===== src/rtl/stopwatch_ctrl.sv =====
// Run/lap/clear controller for an mm:ss stopwatch: owns the 1 s prescaler and the BCD count,
// and presents registered run/lap flags, display digits and a rollover pulse.
module stopwatch_ctrl #(
  parameter int TICK_DIV = 100000000
) (
  input  logic        clk,
  input  logic        rst,
  input  logic        start_p,
  input  logic        lap_p,
  output logic        run,
  output logic        lap_active,
  output logic [15:0] digits,
  output logic        wrap
);

  localparam int PW = (TICK_DIV > 1) ? $clog2(TICK_DIV) : 1;
  localparam logic [PW-1:0] TERM = PW'(TICK_DIV - 1);
  localparam logic [PW-1:0] ONE  = PW'(1);

  typedef enum logic [1:0] {IDLE, RUN, LAP, PAUSE} state_t;

  state_t        state, state_nxt;
  logic [PW-1:0] presc, presc_nxt;
  logic [15:0]   count, count_nxt;
  logic [15:0]   lap_reg, lap_nxt;
  logic [15:0]   digits_nxt;
  logic          counting, tick;
  logic          run_nxt, lap_active_nxt, wrap_nxt;

  function automatic logic [15:0] bcd_inc(input logic [15:0] c);
    logic [15:0] r;
    r = c;
    if (c[3:0] != 4'd9) begin
      r[3:0] = c[3:0] + 4'd1;
    end else begin
      r[3:0] = 4'd0;
      if (c[7:4] != 4'd5) begin
        r[7:4] = c[7:4] + 4'd1;
      end else begin
        r[7:4] = 4'd0;
        if (c[11:8] != 4'd9) begin
          r[11:8] = c[11:8] + 4'd1;
        end else begin
          r[11:8] = 4'd0;
          r[15:12] = (c[15:12] != 4'd5) ? c[15:12] + 4'd1 : 4'd0;
        end
      end
    end
    return r;
  endfunction

  always_ff @(posedge clk or posedge rst) begin
    if (rst) begin
      state <= IDLE;
    end else begin
      state <= state_nxt;
    end
  end

  // start_p has priority over lap_p in every state.
  always_comb begin
    state_nxt = state;
    case (state)
      IDLE:    if (start_p) state_nxt = RUN;
      RUN:     if (start_p) state_nxt = PAUSE; else if (lap_p) state_nxt = LAP;
      LAP:     if (start_p) state_nxt = PAUSE; else if (lap_p) state_nxt = RUN;
      PAUSE:   if (start_p) state_nxt = RUN;   else if (lap_p) state_nxt = IDLE;
      default: state_nxt = IDLE;
    endcase
  end

  assign counting = (state == RUN) || (state == LAP);
  assign tick     = counting && (presc == TERM);

  // Datapath follows the current state, so a tick on the edge that leaves RUN still lands.
  always_comb begin
    presc_nxt = presc;
    if (tick) begin
      presc_nxt = '0;
    end else if (counting) begin
      presc_nxt = presc + ONE;
    end else if (state_nxt == IDLE) begin
      presc_nxt = '0;
    end

    count_nxt = count;
    if (state == PAUSE && state_nxt == IDLE) begin
      count_nxt = '0;
    end else if (tick) begin
      count_nxt = bcd_inc(count);
    end

    lap_nxt  = (state == RUN && state_nxt == LAP) ? count_nxt : lap_reg;
    wrap_nxt = tick && (count == 16'h5959);
  end

  always_comb begin
    run_nxt        = (state_nxt == RUN) || (state_nxt == LAP);
    lap_active_nxt = (state_nxt == LAP);
    digits_nxt     = lap_active_nxt ? lap_nxt : count_nxt;
  end

  always_ff @(posedge clk or posedge rst) begin
    if (rst) begin
      presc      <= '0;
      count      <= '0;
      lap_reg    <= '0;
      run        <= 1'b0;
      lap_active <= 1'b0;
      digits     <= '0;
      wrap       <= 1'b0;
    end else begin
      presc      <= presc_nxt;
      count      <= count_nxt;
      lap_reg    <= lap_nxt;
      run        <= run_nxt;
      lap_active <= lap_active_nxt;
      digits     <= digits_nxt;
      wrap       <= wrap_nxt;
    end
  end

endmodule


===== config.mk =====
export PLATFORM = sky130hd
export DESIGN_NAME = stopwatch_ctrl
export DESIGN_NICKNAME = d
export VERILOG_FILES = /design/src/rtl/stopwatch_ctrl.sv
export SDC_FILE = /design/constraint.sdc
export NUM_CORES = 1
export LEC_CHECK = 0
export BUFFER_PORTS_ARGS = -buffer_cell sky130_fd_sc_hd__buf_4
export CORE_UTILIZATION = 30
export CTS_CLUSTER_SIZE = 8
export DETAILED_ROUTE_END_ITERATION = 8
export HOLD_SLACK_MARGIN = 0.15
export PLACE_DENSITY = 0.43
export RECOVER_POWER = 25
export SETUP_SLACK_MARGIN = 0.4
export SYNTH_ARGS = -nofsm -noshare
export SYNTH_HDL_FRONTEND = slang
export SYNTH_SLANG_ARGS = --single-unit

===== constraint.sdc =====
create_clock -name clk -period 2.8 [get_ports clk]
set_input_delay 0.28 -clock clk [delete_from_list [all_inputs] [get_ports clk]]
set_output_delay 0.28 -clock clk [all_outputs]
set_load 0.01 [all_outputs]

[Word-level counts from Yosys, hierarchy flattened]
Cells that the tools add are included.
Cells by class
  $add $sub $neg: 5
  eq/ne operators: 11
  multiplexer cells: 22
  reduce and logical (&&, ||, !) cells: 9
Operators by type and width (number)
  27-bit two-way mux: 3
  16-bit two-way mux: 4
  27-bit by 1-bit adder with 27-bit output (second input constant): 1
  27-bit equality test (second input constant): 1
  4-bit two-way mux: 5
  4-bit by 1-bit adder with 4-bit output (second input constant): 4
  16-bit by 15-bit equality test with 1-bit output (second input constant): 1
  2-bit two-way mux: 7
  12-bit two-way mux: 1
  8-bit two-way mux: 1
  4-bit by 3-bit inequality test with 1-bit output (second input constant): 2
  4-bit inequality test (second input constant): 2
  2-bit case mux with 4 select lines: 1
  2-bit equality test (second input constant): 3
  2-bit by 1-bit equality test with 1-bit output (second input constant): 2
  1-bit logical AND: 4
  2-bit logical NOT: 2
  3-bit nonzero test: 1
  1-bit logical OR: 2
Storage, ports and cells
  flip-flop bits (word level): 80
  input port bits: 4
  output and inout port bits: 19
  logic and storage cells: 55

[Depth between registers and ports, before layout]
  depth after elaboration: 9
  gate-level depth with buffers: 11

[Least setup slack after synthesis]
Ideal clock, no wire load.
  kind: register to register
  from: register state[0]
  to: register digits[12]
  arrival: 2091 ps
  slack: 588 ps
  stages on the path, launching flop included: 10
  cell sequence: dfrtp_1 > inv_1 > ha_1 > nor4b_1 > a211o_1 > ha_1 > nor2b_1 > clkbuf_1 > nor2_1 > a22o_1
Between the ends
  elaborated cells between the ends (all ways): 22
RTL lines
  start, declared: line 22  | state_t state, state_nxt;
  start signal, assigned: line 56  | state <= state_nxt;
  2-bit two-way mux, on equally long branches (2 in a row): line 67, 65, 66
  2-bit case mux with 4 select lines (*): line 63  | case (state)
  2-bit equality test (*): line 99  | lap_active_nxt = (state_nxt == LAP);
  via lap_active_nxt: line 28  | logic run_nxt, lap_active_nxt, wrap_nxt;
  1-bit logical AND: line 93  | lap_nxt = (state == RUN && state_nxt == LAP) ? count_nxt : lap_reg;
  16-bit two-way mux: line 93
  16-bit two-way mux (*): line 100  | digits_nxt = lap_active_nxt ? lap_nxt : count_nxt;
  via digits_nxt[12]: line 26  | logic [15:0] digits_nxt;
  end signal, assigned: line 118  | digits <= digits_nxt;
  end, declared: line 12  | output logic [15:0] digits,
Mark *: on every way through the listed nets, which the timed path passes. The rest lies on a longest branch.
A chain may end at the register's enable or synchronous reset.

[Worst setup path after layout]
Same ends and word-level chain as after synthesis.

==> flow_metrics.py <==
metrics = {
    "layout": {
        "layout-drive-gt1-share_pct": 12.7,
        "num_antenna_cells": 0,
        "utilization_pct": 36.1,
        "nets": 472,
        "largest_register": "presc",
        "syn2layout_area_growth_pct": 16.7,
        "design_area_mm2": 0.00482,
        "largest_reg_flops": 27,
        "fill_cells": 1374,
    },
    "clocking": {
        "cts_tree": "yes",
        "htree_levels": 3,
        "root_buffer": "clkbuf_16",
        "numCtsBuffers": 9,
        "path_clk_slew_ps": 60,
        "clk_path_buf_depth": 2,
        "clock_latency_ps": 350,
        "numClockSinks": 80,
    },
    "detailed_routing": {
        "drc": 0,
        "via_per_inst": 5.12,
        "routedWlPerCell_um": 15.9,
        "firstDrtPassIters": 4,
        "finalWirelength_mm": 10.2,
        "vias": 3273,
        "ant_nets": 0,
        "drtIter0Drc": 230,
    },
    "placement": {
        "place_hpwl_mm": 6.61,
        "pre_cts_ws_ps": 294,
        "placed_cell_area_mm2": 0.00455,
        "gp_congestion": 0.773,
        "port_buffers": 22,
    },
    "yosys": {
        "synth-seq-cells": 80,
        "ys_types": 52,
        "synth.largest_area_cell": "dfrtp_1",
        "ys_top_cells_by_count": "80 x dfrtp_1, 54 x nand2_1, 36 x o21ai_0",
        "yosysMostFrequentCell": "dfrtp_1",
        "synth_edf_count": 0,
        "synth_top_area_share_pct": 48.5,
        "ys_seq_area_share_pct": 48.5,
        "ys_top_cells_by_area": "dfrtp_1 48%, nand2_1 4.9%, o21ai_0 4.4%",
        "synth_warnings": 0,
        "synthCells": 430,
        "synth_ff_type": "dfrtp_1",
        "async_flop_share_pct": 100,
        "avgSynthCellArea_um2": 9.60,
        "syn-cell-area_mm2": 0.00413,
        "synth_nets": 444,
    },
    "floorplan": {
        "initial_core_util_pct": 30.9,
        "chipWidth_um": 119,
        "core_mm2": 0.0133,
        "rows": 42,
        "die_y_um": 119,
        "die-area_mm2": 0.0142,
        "ios": 23,
    },
    "power_and_ir_drop": {
        "internal_power_uw": 2890,
        "p_switching_uw": 2050,
        "power_frac_clock_pct": 23.6,
        "vdd_drop_max_mv": 0.329,
        "p_comb_share_pct": 40.1,
        "seq_power_share_pct": 36.3,
        "power_switching_share_pct": 41.5,
        "power.leakage_uw": 0.00205,
        "powerDensity_mw_per_mm2": 1030,
    },
    "global_routing": {
        "grt_pass1_wl_mm": 16.7,
        "grt_use_total_pct": 15.4,
        "grt_max_degree": 42,
        "grt-ovfl-total": 0,
        "grt_pass1_vias": 3103,
        "antenna_found_initial": 0,
    },
    "sta": {
        "slew_headroom_pct": -17.7,
        "finalSetupViolations": 0,
        "setup_ws_ps": 522,
        "hold_violations": 0,
        "fin_skew_ps": 11.9,
        "rsz0062_at_grt": "true",
        "drv_slew": 41,
        "timing.hold.ws_ps": 326,
        "worst_slew_pin_slew_ps": 1760,
        "finalSetupTns_ps": 0,
        "maxClockFrequency_ghz": 0.439,
        "post-route-period-util_pct": 81.3,
        "final.min_clock_period_ps": 2280,
    },
    "critical_path": {
        "start_kind": "flop",
        "cp_slowest_cell": "dfrtp_1",
        "worstSetupPathType": "flop to flop",
        "slowest_delay_ps": 420,
        "critical_path_required_ps": 3040,
        "worstPathCellList": "inv_1 -> ha_1 -> o21bai_1 -> a211o_1 -> nand2_1 -> ha_2 -> nor2b_1 -> buf_4 -> nor2_1 -> a22o_1",
        "cp_max_fo": 20,
        "crit_path_end_kind": "flop",
        "arrival_ps": 2520,
    },
    "outcome": {
        "outcome": "finished, violations left",
        "violations": "max-capacitance violations, max-slew violations",
    },
    "flow_run": {
        "max-cap-violations": 1,
    },
    "worst_hold_path": {
        "worstHoldPathType": "input port to flop",
    },
}
[critical path: cells and delay by family (launching register included)]
kind / cells / cell delay (ps)
AO/OA/AOI/OAI: 3 / 630
adder cells (fa/ha/maj): 2 / 470
buffers and inverters: 2 / 340
flip-flops: 1 / 420
AND/OR/NAND/NOR: 3 / 300
[through the flow]
stage	std cells	power, uW
finish	639	4940
global route	639	5320
CTS	638	5020
detailed placement	621	3820
global placement	621	3780
floorplan	430	3090
[layer usage]
layer  GRT usage (%)  up-vias  part of all wire [%]
li1                -     1598                     -
met1            22.1     1599                    51
met2            21.9       61                    43
met3            3.69       15                   3.7
met4            6.48        0                   2.1
met5               0        -                     0
[what timing repair did]
action,4_1_cts,5_1_grt
cloned,0,0
setup endpoints to repair,21,26
endpoints found under the hold margin,40,0
hold buffers,1,0
pin swaps,0,3
setup buffers,0,1
gates resized for setup,3,6
[power groups by stage]
stage	sequential, uW	combinational, uW	clock [uW]
final	1790	1980	1170
after global routing	1850	2220	1260
after CTS	1790	2030	1200
after detailed placement	1810	2010	0
after global placement	1800	1980	0
after floorplan	1790	1300	0
[placed cells by master (no fill, tap or decap), types with 5 or more instances in the layout]
cell	Yosys	final
ha_1	10	8
o21ai_0	36	36
inv_1	18	18
clkbuf_16	0	9
o31ai_1	7	7
clkbuf_1	14	19
mux2i_1	12	12
a21oi_1	19	19
nand2_1	54	54
nor3_1	10	9
dfrtp_1	80	80
and3_1	6	6
buf_4	0	15
nor2_1	30	30
xnor2_1	8	8
a21o_1	5	5
nand3_1	25	25
or3_1	5	5
nor4_1	7	6
nand4_1	7	7
[final timing paths]
path | start | end | slack (ps) | cells past startpoint
max | state[0] | digits[12] | 520 | 10
min in group asynchronous | rst | count[11] | 1050 | 3
min reg2reg | lap_reg[6] | digits[6] | 480 | 2
max in group asynchronous | rst | presc[14] | 720 | 3
max reg2reg | state[0] | digits[12] | 520 | 10
min | start_p | state[1] | 330 | 3
[kinds of logic after synthesis]
group                      synth area share [%]
and+or+nand+nor                            24.5
AOI/OAI and AO/OA                          14.8
DFF                                        48.5
buffers and inverters                      3.91
muxes                                      3.18
xor gates and xnor gates                   2.12
adders and majority gates                  3.03
[cell type report]
class,count,area (um2),share of cell area (%)
Tap cell,176,220,4.57
Clock inverter,6,48.8,1.01
Clock buffer,10,239,4.96
Inverter,18,67.6,1.40
Timing Repair Buffer,38,241,5.01
Multi-Input combinational cell,311,2000,41.5
Sequential cell,80,2000,41.5
Power figures use the tool's default switching activity.
